===== src/rtl/tree_pkg.sv =====
// Shared types for the message-tree path decoder.
package tree_pkg;

    // Default geometry; struct field widths below follow these values.
    localparam int unsigned TREE_ID_W      = 5;
    localparam int unsigned TREE_MAX_DEPTH = 4;
    localparam int unsigned TREE_NUM_NODES = 8;
    localparam int unsigned TREE_DATA_W    = 8;
    localparam int unsigned TREE_IDX_W     = $clog2(TREE_NUM_NODES);
    localparam int unsigned TREE_DEPTH_W   = $clog2(TREE_MAX_DEPTH + 1);
    localparam int unsigned TREE_PATH_W    = TREE_MAX_DEPTH * TREE_ID_W;

    typedef enum logic [1:0] {
        OpField = 2'b00,
        OpPush  = 2'b01,
        OpPop   = 2'b10,
        OpClear = 2'b11
    } op_t;

    typedef enum logic [1:0] {
        ErrNone      = 2'b00,
        ErrOverflow  = 2'b01,
        ErrUnderflow = 2'b10
    } err_t;

    typedef struct packed {
        logic                    valid;
        logic [TREE_DEPTH_W-1:0] depth;
        logic [TREE_PATH_W-1:0]  path;
        logic [TREE_DATA_W-1:0]  data;
    } node_entry_t;

    typedef struct packed {
        logic [TREE_DEPTH_W-1:0] depth;
        logic [TREE_PATH_W-1:0]  path;
    } tree_key_t;

endpackage


===== src/rtl/tree_node_cam.sv =====
// Node table: programmable entries, parallel path compare, lowest-index-wins priority encode.
// The match outputs are combinational; the parent registers them.
module tree_node_cam
    import tree_pkg::*;
#(
    parameter int unsigned ID_W      = TREE_ID_W,
    parameter int unsigned MAX_DEPTH = TREE_MAX_DEPTH,
    parameter int unsigned NUM_NODES = TREE_NUM_NODES,
    parameter int unsigned DATA_W    = TREE_DATA_W,
    localparam int unsigned IDX_W    = $clog2(NUM_NODES),
    localparam int unsigned DEPTH_W  = $clog2(MAX_DEPTH + 1)
) (
    input  logic                      clk,
    input  logic                      rst,
    input  logic                      cfg_we_i,
    input  logic                      cfg_clr_i,
    input  logic [IDX_W-1:0]          cfg_addr_i,
    input  logic [DEPTH_W-1:0]        cfg_depth_i,
    input  logic [MAX_DEPTH*ID_W-1:0] cfg_path_i,
    input  logic [DATA_W-1:0]         cfg_data_i,
    input  tree_key_t                 key_i,
    output logic                      hit_o,
    output logic [IDX_W-1:0]          idx_o,
    output logic [DATA_W-1:0]         data_o
);

    node_entry_t          entries_q [NUM_NODES];
    logic                 cfg_depth_ok;
    logic [NUM_NODES-1:0] match;

    // A path length of zero or beyond the stack can never be looked up.
    assign cfg_depth_ok = (cfg_depth_i != '0) && (cfg_depth_i <= DEPTH_W'(MAX_DEPTH));

    // Entry table write port; a clear beats a same-cycle write.
    always_ff @(posedge clk) begin
        if (rst || cfg_clr_i) begin
            for (int i = 0; i < NUM_NODES; i++) begin
                entries_q[i] <= '0;
            end
        end else if (cfg_we_i) begin
            entries_q[cfg_addr_i] <= '{valid: cfg_depth_ok,
                                       depth: cfg_depth_i,
                                       path:  cfg_path_i,
                                       data:  cfg_data_i};
        end
    end

    // Per-entry compare; only the levels covered by the key depth take part.
    always_comb begin
        match = '0;
        for (int i = 0; i < NUM_NODES; i++) begin
            match[i] = entries_q[i].valid && (entries_q[i].depth == key_i.depth);
            for (int k = 0; k < MAX_DEPTH; k++) begin
                if ((DEPTH_W'(k) < key_i.depth) &&
                    (entries_q[i].path[k*ID_W +: ID_W] != key_i.path[k*ID_W +: ID_W])) begin
                    match[i] = 1'b0;
                end
            end
        end
    end

    // Priority encode: scan downwards so the lowest matching index is the last write.
    always_comb begin
        hit_o  = 1'b0;
        idx_o  = '0;
        data_o = '0;
        for (int i = NUM_NODES - 1; i >= 0; i--) begin
            if (match[i]) begin
                hit_o  = 1'b1;
                idx_o  = IDX_W'(i);
                data_o = entries_q[i].data;
            end
        end
    end

endmodule


===== src/rtl/tree_path_decoder.sv =====
// Streaming message-tree decoder: path stack, two-stage lookup pipeline, valid/ready handshake.
module tree_path_decoder
    import tree_pkg::*;
#(
    parameter int unsigned ID_W      = TREE_ID_W,
    parameter int unsigned MAX_DEPTH = TREE_MAX_DEPTH,
    parameter int unsigned NUM_NODES = TREE_NUM_NODES,
    parameter int unsigned DATA_W    = TREE_DATA_W,
    localparam int unsigned IDX_W    = $clog2(NUM_NODES),
    localparam int unsigned DEPTH_W  = $clog2(MAX_DEPTH + 1)
) (
    input  logic                      clk,
    input  logic                      rst,
    input  logic                      cfg_we,
    input  logic                      cfg_clr,
    input  logic [IDX_W-1:0]          cfg_addr,
    input  logic [DEPTH_W-1:0]        cfg_depth,
    input  logic [MAX_DEPTH*ID_W-1:0] cfg_path,
    input  logic [DATA_W-1:0]         cfg_data,
    input  logic                      s_valid,
    output logic                      s_ready,
    input  logic [1:0]                s_op,
    input  logic [ID_W-1:0]           s_id,
    output logic                      m_valid,
    input  logic                      m_ready,
    output logic                      m_hit,
    output logic [IDX_W-1:0]          m_node_idx,
    output logic [DATA_W-1:0]         m_data,
    output logic [DEPTH_W-1:0]        m_depth,
    output logic [1:0]                m_err
);

    // Path stack and depth counter
    logic [ID_W-1:0]    stack_q [MAX_DEPTH];
    logic [ID_W-1:0]    stack_d [MAX_DEPTH];
    logic [DEPTH_W-1:0] depth_q, depth_d;

    // S1: accepted beat with its lookup key
    logic               s1_valid_q, s1_valid_d;
    tree_key_t          s1_key_q, s1_key_d;
    logic               s1_lookup_q, s1_lookup_d;
    err_t               s1_err_q, s1_err_d;
    logic [DEPTH_W-1:0] s1_depth_q, s1_depth_d;

    // S2: registered result, drives the outputs directly
    logic               s2_valid_q, s2_valid_d;
    logic               s2_hit_q, s2_hit_d;
    logic [IDX_W-1:0]   s2_idx_q, s2_idx_d;
    logic [DATA_W-1:0]  s2_data_q, s2_data_d;
    logic [DEPTH_W-1:0] s2_depth_q, s2_depth_d;
    err_t               s2_err_q, s2_err_d;

    logic               s2_free, accept, at_max, at_zero;
    op_t                op;
    tree_key_t          beat_key;
    logic               beat_lookup;
    err_t               beat_err;
    logic               cam_hit;
    logic [IDX_W-1:0]   cam_idx;
    logic [DATA_W-1:0]  cam_data;

    assign s2_free = !s2_valid_q || m_ready;
    assign s_ready = !s1_valid_q || s2_free;
    assign accept  = s_valid && s_ready;
    assign op      = op_t'(s_op);
    assign at_max  = (depth_q == DEPTH_W'(MAX_DEPTH));
    assign at_zero = (depth_q == '0);

    // Decode the incoming op: build the key from the current stack and work out the stack update.
    always_comb begin
        stack_d        = stack_q;
        depth_d        = depth_q;
        beat_key.depth = depth_q + DEPTH_W'(1);
        beat_key.path  = '0;
        beat_lookup    = 1'b0;
        beat_err       = ErrNone;
        for (int k = 0; k < MAX_DEPTH; k++) begin
            if (DEPTH_W'(k) < depth_q) begin
                beat_key.path[k*ID_W +: ID_W] = stack_q[k];
            end else if (DEPTH_W'(k) == depth_q) begin
                beat_key.path[k*ID_W +: ID_W] = s_id;
            end
        end
        case (op)
            OpField: begin
                if (at_max) beat_err = ErrOverflow;
                else        beat_lookup = 1'b1;
            end
            OpPush: begin
                if (at_max) begin
                    beat_err = ErrOverflow;
                end else begin
                    beat_lookup = 1'b1;
                    depth_d     = depth_q + DEPTH_W'(1);
                    for (int k = 0; k < MAX_DEPTH; k++) begin
                        if (DEPTH_W'(k) == depth_q) stack_d[k] = s_id;
                    end
                end
            end
            OpPop: begin
                if (at_zero) beat_err = ErrUnderflow;
                else         depth_d = depth_q - DEPTH_W'(1);
            end
            OpClear: depth_d = '0;
            default: ;
        endcase
        if (!accept) begin
            stack_d = stack_q;
            depth_d = depth_q;
        end
    end

    tree_node_cam #(
        .ID_W      (ID_W),
        .MAX_DEPTH (MAX_DEPTH),
        .NUM_NODES (NUM_NODES),
        .DATA_W    (DATA_W)
    ) u_cam (
        .clk         (clk),
        .rst         (rst),
        .cfg_we_i    (cfg_we),
        .cfg_clr_i   (cfg_clr),
        .cfg_addr_i  (cfg_addr),
        .cfg_depth_i (cfg_depth),
        .cfg_path_i  (cfg_path),
        .cfg_data_i  (cfg_data),
        .key_i       (s1_key_q),
        .hit_o       (cam_hit),
        .idx_o       (cam_idx),
        .data_o      (cam_data)
    );

    // Pipeline next state: S2 holds under back-pressure, S1 refills whenever it can hand off.
    always_comb begin
        s1_valid_d  = s1_valid_q;
        s1_key_d    = s1_key_q;
        s1_lookup_d = s1_lookup_q;
        s1_err_d    = s1_err_q;
        s1_depth_d  = s1_depth_q;
        s2_valid_d  = s2_valid_q;
        s2_hit_d    = s2_hit_q;
        s2_idx_d    = s2_idx_q;
        s2_data_d   = s2_data_q;
        s2_depth_d  = s2_depth_q;
        s2_err_d    = s2_err_q;
        if (s2_free) begin
            s2_valid_d = s1_valid_q;
            if (s1_valid_q) begin
                s2_hit_d   = s1_lookup_q && cam_hit;
                s2_idx_d   = (s1_lookup_q && cam_hit) ? cam_idx : '0;
                s2_data_d  = (s1_lookup_q && cam_hit) ? cam_data : '0;
                s2_depth_d = s1_depth_q;
                s2_err_d   = s1_err_q;
            end
        end
        if (s_ready) begin
            s1_valid_d = s_valid;
            if (s_valid) begin
                s1_key_d    = beat_key;
                s1_lookup_d = beat_lookup;
                s1_err_d    = beat_err;
                s1_depth_d  = depth_d;
            end
        end
    end

    // State registers; reset drops every in-flight beat and empties the stack.
    always_ff @(posedge clk) begin
        if (rst) begin
            for (int k = 0; k < MAX_DEPTH; k++) begin
                stack_q[k] <= '0;
            end
            depth_q     <= '0;
            s1_valid_q  <= 1'b0;
            s1_key_q    <= '0;
            s1_lookup_q <= 1'b0;
            s1_err_q    <= ErrNone;
            s1_depth_q  <= '0;
            s2_valid_q  <= 1'b0;
            s2_hit_q    <= 1'b0;
            s2_idx_q    <= '0;
            s2_data_q   <= '0;
            s2_depth_q  <= '0;
            s2_err_q    <= ErrNone;
        end else begin
            stack_q     <= stack_d;
            depth_q     <= depth_d;
            s1_valid_q  <= s1_valid_d;
            s1_key_q    <= s1_key_d;
            s1_lookup_q <= s1_lookup_d;
            s1_err_q    <= s1_err_d;
            s1_depth_q  <= s1_depth_d;
            s2_valid_q  <= s2_valid_d;
            s2_hit_q    <= s2_hit_d;
            s2_idx_q    <= s2_idx_d;
            s2_data_q   <= s2_data_d;
            s2_depth_q  <= s2_depth_d;
            s2_err_q    <= s2_err_d;
        end
    end

    assign m_valid    = s2_valid_q;
    assign m_hit      = s2_hit_q;
    assign m_node_idx = s2_idx_q;
    assign m_data     = s2_data_q;
    assign m_depth    = s2_depth_q;
    assign m_err      = s2_err_q;

endmodule


===== config.mk =====
export PLATFORM = sky130hd
export DESIGN_NAME = tree_path_decoder
export DESIGN_NICKNAME = d
export VERILOG_FILES = /design/src/rtl/tree_pkg.sv /design/src/rtl/tree_node_cam.sv /design/src/rtl/tree_path_decoder.sv
export SDC_FILE = /design/constraint.sdc
export NUM_CORES = 1
export LEC_CHECK = 0
export CORE_ASPECT_RATIO = 1.2
export CORE_MARGIN = 8
export CORE_UTILIZATION = 60
export DETAILED_ROUTE_END_ITERATION = 8
export PLACE_DENSITY = 0.79
export RECOVER_POWER = 50
export SLEW_MARGIN = 20
export SYNTH_ARGS = -nofsm -noshare
export SYNTH_HDL_FRONTEND = slang
export SYNTH_HIERARCHICAL = 1
export SYNTH_SLANG_ARGS = --single-unit

===== constraint.sdc =====
create_clock -name clk -period 5.85 [get_ports clk]
set_clock_uncertainty 0.1 [all_clocks]
set_input_delay 1.17 -clock clk [delete_from_list [all_inputs] [get_ports clk]]
set_output_delay 1.17 -clock clk [all_outputs]
set_load 0.02 [all_outputs]

-- After elaboration in Yosys (flattened, before gate mapping)
Memories as Yosys holds them, arrays and structs flattened.
Cells that the tools add are included.
- RAM bits: 256
- output and inout bits: 19
- flip-flop bits (word level): 71
- memories: 1
- memory list (name ; words ; bits a word ; read ports ; clocked after Yosys merged registers in ; wr ports ; line ; source):
    u_cam.entries_q ; 8 ; 32 ; 8 ; 0 ; 8 ; tree_node_cam.sv:27 ; node_entry_t entries_q [NUM_NODES];
- $lt $le $gt $ge: 9
- add/sub/neg operators: 2
- muxes and demuxes: 83
- reduce and logical (&&, ||, !) cells: 59
- eq/ne operators: 47
- bitwise gates (word level): 1
- operator list (operator ; number):
    5-bit inequality test ; 32
    8-bit two-way mux ; 9
    1-bit two-way mux ; 49
    1-bit logical AND ; 43
    5-bit two-way mux ; 8
    3-bit two-way mux ; 13
    32-bit two-way mux ; 1
    32-bit OR reduction ; 1
    3-bit == test ; 8
    4-bit AND reduction ; 4
    1-bit by 3-bit < comparator with 1-bit output, first input constant ; 4
    2-bit by 3-bit < comparator with 1-bit output, first input constant ; 4
    3-bit case mux with 3 select lines ; 1
    2-bit by 3-bit == test with 1-bit output, first input constant ; 2
    2-bit == test, second input constant ; 2
    2-bit case mux with 2 select lines ; 1
    2-bit AND reduction ; 2
    3-bit by 1-bit adder with 3-bit output, second input constant ; 1
    1-bit by 3-bit == test with 1-bit output, first input constant ; 1
    3-bit == test, second input constant ; 1
    3-bit less-or-equal comparator, second input constant ; 1
    3-bit logical NOT ; 1
    1-bit logical OR ; 3
    3-bit nonzero test ; 1
    7 further kinds ; 8

-- Depth between registers and ports, before layout
An unclocked memory read counts as a cell.
- depth in word-level cells: 17
- depth in mapped cells: 14
- depth with buffers taken out: 11

-- Hierarchy
Netlist, hierarchy kept.
- by module, submodules not included (module ; cells an instance ; area each (um^2) ; times used ; seq. area each (um^2)):
    tree_node_cam ; 985 ; 12564.6 ; 1 ; 7687.4
    tree_path_decoder ; 332 ; 3030.4 ; 1 ; 1421.4

-- Worst setup path before layout
OpenSTA, ideal clock, no wires.
- path kind: in2reg
- start: input cfg_clr
- end: memory u_cam/entries_q[6][0] in the netlist's numbering (enable)
- setup time: 0.466 ns
- setup slack: 1.140 ns
- arrival time: 4.144 ns
- stages on the path: 5
- cell sequence: nor2_1 > clkbuf_1 > nand3b_1 > clkbuf_1 > o21ai_0
- RTL lines (what ; line ; source):
    start: declaration ; tree_path_decoder.sv:15 ; input logic cfg_clr,
    end: declaration ; tree_node_cam.sv:27 ;

==> flow_results.xml <==
<?xml version="1.0" encoding="UTF-8"?>
<metrics>
  <group name="outcome">
    <metric name="run_status" unit="">finished, violations left</metric>
    <metric name="failed_checks" unit="">max-capacitance violations, max-slew violations</metric>
  </group>
  <group name="worst_setup_path">
    <metric name="critPathTopFamily" unit="">simple AND/OR/NAND/NOR gates</metric>
    <metric name="crit_buf_inv" unit="">2</metric>
    <metric name="cp_cell_instances" unit="">dlygate4sd3_1, nor2_1, clkbuf_1, nand3b_1, nor3_1, nand2b_2</metric>
    <metric name="timing_worst_setup_path_type" unit="">primary input to register</metric>
    <metric name="critical_path.endpoint_type" unit="">register</metric>
    <metric name="cp-start-kind" unit="">primary input</metric>
    <metric name="crit_fanout" unit="">32</metric>
    <metric name="slowest_stage" unit="">sky130_fd_sc_hd__nand2b_2</metric>
    <metric name="data_required_time_of_the_critical_path" unit="ps">5880</metric>
    <metric name="critical_path.max_stage_delay" unit="ps">890</metric>
    <metric name="critPathArrivalTime" unit="ps">4590</metric>
  </group>
  <group name="pwr">
    <metric name="power.combinational.fraction" unit="">0.095</metric>
    <metric name="power.density" unit="nW/um^2">305</metric>
    <metric name="power_switching" unit="uW">1300</metric>
    <metric name="worst_ir_drop_vdd" unit="mV">0.253</metric>
    <metric name="power.total" unit="uW">5370</metric>
    <metric name="internal_power" unit="uW">4070</metric>
    <metric name="static-leakage-power" unit="uW">0.00703</metric>
    <metric name="clock_power_share" unit="">0.400</metric>
    <metric name="sequentialPowerShare" unit="">0.506</metric>
    <metric name="switching_share" unit="">0.243</metric>
  </group>
  <group name="logic_synthesis">
    <metric name="synth_xor_xnor_area_share" unit="">0.0994</metric>
    <metric name="synth_edf_count" unit="">256</metric>
    <metric name="postSynthRegisterBits" unit="">327</metric>
    <metric name="synth_largest_type_area_fraction" unit="">0.493</metric>
    <metric name="synth-async-reset-ratio" unit="">0</metric>
    <metric name="synth_seq_area_share" unit="">0.584</metric>
    <metric name="synthFlopType" unit="">sky130_fd_sc_hd__edfxtp_1</metric>
    <metric name="synth.area.top_cells" unit="">sky130_fd_sc_hd__edfxtp_1, sky130_fd_sc_hd__dfxtp_1, sky130_fd_sc_hd__and2_1</metric>
    <metric name="netlist_area" unit="um^2">15600</metric>
    <metric name="synth.yosys.warnings" unit="">6</metric>
    <metric name="synth_compound_area_frac" unit="">0.0740</metric>
    <metric name="synth-adder-area-share" unit="">0.00401</metric>
    <metric name="largest_family_of_logic_cells_by_synthesized_area" unit="">simple AND/OR/NAND/NOR gates</metric>
    <metric name="synth.net_count" unit="">1369</metric>
    <metric name="yosys.area_share.simple" unit="">0.191</metric>
    <metric name="yosysUniqueCellTypes" unit="">76</metric>
    <metric name="synthDominantAreaCellType" unit="">sky130_fd_sc_hd__edfxtp_1</metric>
    <metric name="synth.mux.area_fraction" unit="">0.0168</metric>
    <metric name="synthesis.instances" unit="">1317</metric>
    <metric name="syn_area_per_cell" unit="um^2">11.8</metric>
  </group>
  <group name="sta">
    <metric name="max_slew.worst_pin.slew" unit="ps">2850</metric>
    <metric name="relSlewSlack" unit="">-0.897</metric>
    <metric name="number_of_endpoints_with_negative_hold_slack_in_the_final_report" unit="">0</metric>
    <metric name="finalHoldWorstSlack" unit="ps">361</metric>
    <metric name="period_share" unit="">0.779</metric>
    <metric name="finalSetupViolCount" unit="">0</metric>
    <metric name="min_period" unit="ps">4560</metric>
    <metric name="fmaxAchievable" unit="GHz">0.219</metric>
    <metric name="rsz0062_at_grt" unit="">no</metric>
    <metric name="totalNegativeSetupSlack" unit="ps">0</metric>
    <metric name="drv_slew" unit="">273</metric>
  </group>
  <group name="layout">
    <metric name="drive_above_1_share" unit="">0.0707</metric>
    <metric name="fillers" unit="">1807</metric>
    <metric name="most_common_cell_after_layout_fill_and_taps_aside" unit="">sky130_fd_sc_hd__edfxtp_1</metric>
    <metric name="layout.cells.most_common_list" unit="">sky130_fd_sc_hd__edfxtp_1, sky130_fd_sc_hd__and2_1, sky130_fd_sc_hd__xnor2_1</metric>
    <metric name="area_added_between_synthesis_and_finish" unit="%">13.0</metric>
    <metric name="antenna_cells" unit="">0</metric>
    <metric name="fin_nets" unit="">1398</metric>
  </group>
  <group name="global_route">
    <metric name="grt_use_total" unit="">0.242</metric>
    <metric name="maximum_number_of_pins_on_one_net_before_global_route_repair" unit="">94</metric>
    <metric name="grt_pass1_vias" unit="">10532</metric>
    <metric name="grt_first_pass_wirelength" unit="um">58100</metric>
    <metric name="global_route.overflow_total" unit="">0</metric>
    <metric name="grt_antenna_before_repair" unit="">0</metric>
  </group>
  <group name="cts">
    <metric name="clk_path_buf_depth" unit="">3</metric>
    <metric name="worst_skew_pair.late_latency" unit="ps">520</metric>
    <metric name="cts_setup_buffers" unit="">0</metric>
    <metric name="tritoncts" unit="">built</metric>
    <metric name="ctsResizeCount" unit="">0</metric>
    <metric name="maximum_level_of_the_cts_h_tree" unit="">2</metric>
    <metric name="tritoncts.num_buffers" unit="">35</metric>
    <metric name="cts_hold_buffers" unit="">0</metric>
    <metric name="clock_tree.root_cell" unit="">sky130_fd_sc_hd__clkbuf_16</metric>
    <metric name="numClockSinks" unit="">327</metric>
    <metric name="cts.reportedPaths.clkPinSlew" unit="ps">60</metric>
  </group>
  <group name="routing">
    <metric name="post_drt_wl_per_cell" unit="um">22.8</metric>
    <metric name="detail-route-antenna-nets" unit="">0</metric>
    <metric name="detailroute.via_count" unit="">10438</metric>
    <metric name="drtPass1Iterations" unit="">6</metric>
    <metric name="routed_via_density" unit="">6.13</metric>
    <metric name="remaining_drcs" unit="">0</metric>
    <metric name="postRouteWirelength" unit="um">38700</metric>
    <metric name="initialDrtViolationCount" unit="">1062</metric>
  </group>
  <group name="die">
    <metric name="num_rows" unit="">64</metric>
    <metric name="coreArea" unit="um^2">25500</metric>
    <metric name="die-height" unit="um">193</metric>
    <metric name="floorplan.initialDensity" unit="">0.611</metric>
    <metric name="die_ar" unit="um^2">31400</metric>
    <metric name="die_span_in_x" unit="um">163</metric>
    <metric name="io-pin-count" unit="">66</metric>
  </group>
  <group name="placement">
    <metric name="io_buffer_count" unit="">65</metric>
    <metric name="gpl.final_weighted_congestion" unit="">0.863</metric>
    <metric name="place.detailed.hpwl" unit="um">24300</metric>
  </group>
  <group name="worst_hold_path">
    <metric name="hold_path_class" unit="">register to register</metric>
  </group>
  <group name="run">
    <metric name="max_cap_check_violation_count" unit="">7</metric>
  </group>
</metrics>
==> synth_stat cells (13+ instances only) <==
| library cell | n |
|---|---|
| sky130_fd_sc_hd__clkbuf_1 | 47 |
| sky130_fd_sc_hd__nand3_1 | 38 |
| sky130_fd_sc_hd__o21ai_0 | 17 |
| sky130_fd_sc_hd__inv_1 | 13 |
| sky130_fd_sc_hd__mux2i_1 | 25 |
| sky130_fd_sc_hd__edfxtp_1 | 256 |
| sky130_fd_sc_hd__buf_2 | 29 |
| sky130_fd_sc_hd__and2_1 | 157 |
| sky130_fd_sc_hd__dfxtp_1 | 71 |
| sky130_fd_sc_hd__nand2_1 | 45 |
| sky130_fd_sc_hd__xnor2_1 | 107 |
| sky130_fd_sc_hd__a21oi_1 | 16 |
| sky130_fd_sc_hd__a22oi_1 | 19 |
| sky130_fd_sc_hd__xor2_1 | 70 |
| sky130_fd_sc_hd__nor3_1 | 33 |
| sky130_fd_sc_hd__and3_1 | 95 |
| sky130_fd_sc_hd__nor2_1 | 84 |
| sky130_fd_sc_hd__a311oi_1 | 15 |
==> area by class of cell <==
type                    count  area, um^2  area share
clock buffers              42         902      0.0512
repair buffers             81         851      0.0483
inverters                  15        56.3     0.00320
well taps                 330         413      0.0234
clock inverters            21         201      0.0114
flip-flops and latches    327        9110       0.517
multi-input cells         886        6080       0.345
==> logic make-up (layout without fill, tap and decap cells) <==
logic type      Yosys count  after routing
fa+ha+maj                 5              5
simple gates            521            521
flops                   327            327
compound gates          157            157
mux                      26             26
xor+xnor                177            177
buf+inv                 104            159
==> path summary, 6_finish.rpt <==
kind	startpoint	end	slack [ps]	depth (start not counted)
worst min-delay path	s1_lookup_q	s1_lookup_q	360	2
worst min register to register	s1_lookup_q	s1_lookup_q	360	2
worst max-delay path	cfg_clr	u_cam/entries_q[0][1]	1290	6
worst max register to register	s1_key_q[12]	m_data[0]	1930	10
==> per-stage QoR <==
stage	area (um^2)	std cells	utilization	setup WS, ps
detailed placement	16400	1634	0.642	1770
floorplan	15600	1317	-	1140
CTS	17500	1697	0.686	2010
finish	17600	1702	0.690	1290
global placement	16400	1634	0.642	1840
global route	17600	1702	0.690	1140
==> power groups by stage <==
stage / registers (uW) / logic [uW] / clock network [uW]
finish: 2720 / 508 / 2150
global route: 2730 / 544 / 2270
CTS: 2720 / 492 / 2160
detailed placement: 2760 / 487 / 0
global placement: 2760 / 476 / 0
floorplan: 2720 / 349 / 0
==> state kept, by name (all words and copies together) (netlist names) <==
register	count
s1_key_q	23
s1_lookup_q	1
s1_valid_q	1
m_depth	3
m_valid	1
m_data	8
s1_depth_q	3
stack_q	20
depth_q	3
m_err	2
s1_err_q	2
m_hit	1
u_cam/entries_q	256
m_node_idx	3
==> routing by layer <==
metal | part of all wire | GRT usage | vias to the layer above
met4 | 0.047 | 0.128 | 0
met5 | 0 | 0 | -
met3 | 0.071 | 0.0423 | 112
met2 | 0.50 | 0.419 | 445
met1 | 0.39 | 0.284 | 5089
li1 | - | - | 4792
==> tightest hold or removal path, delay by kind of cell, from the launching register on <==
kind,cells,cell delay (ps)
compound gates,1,50
flops,1,310
simple gates,1,50
Power figures use the tool's default switching activity.
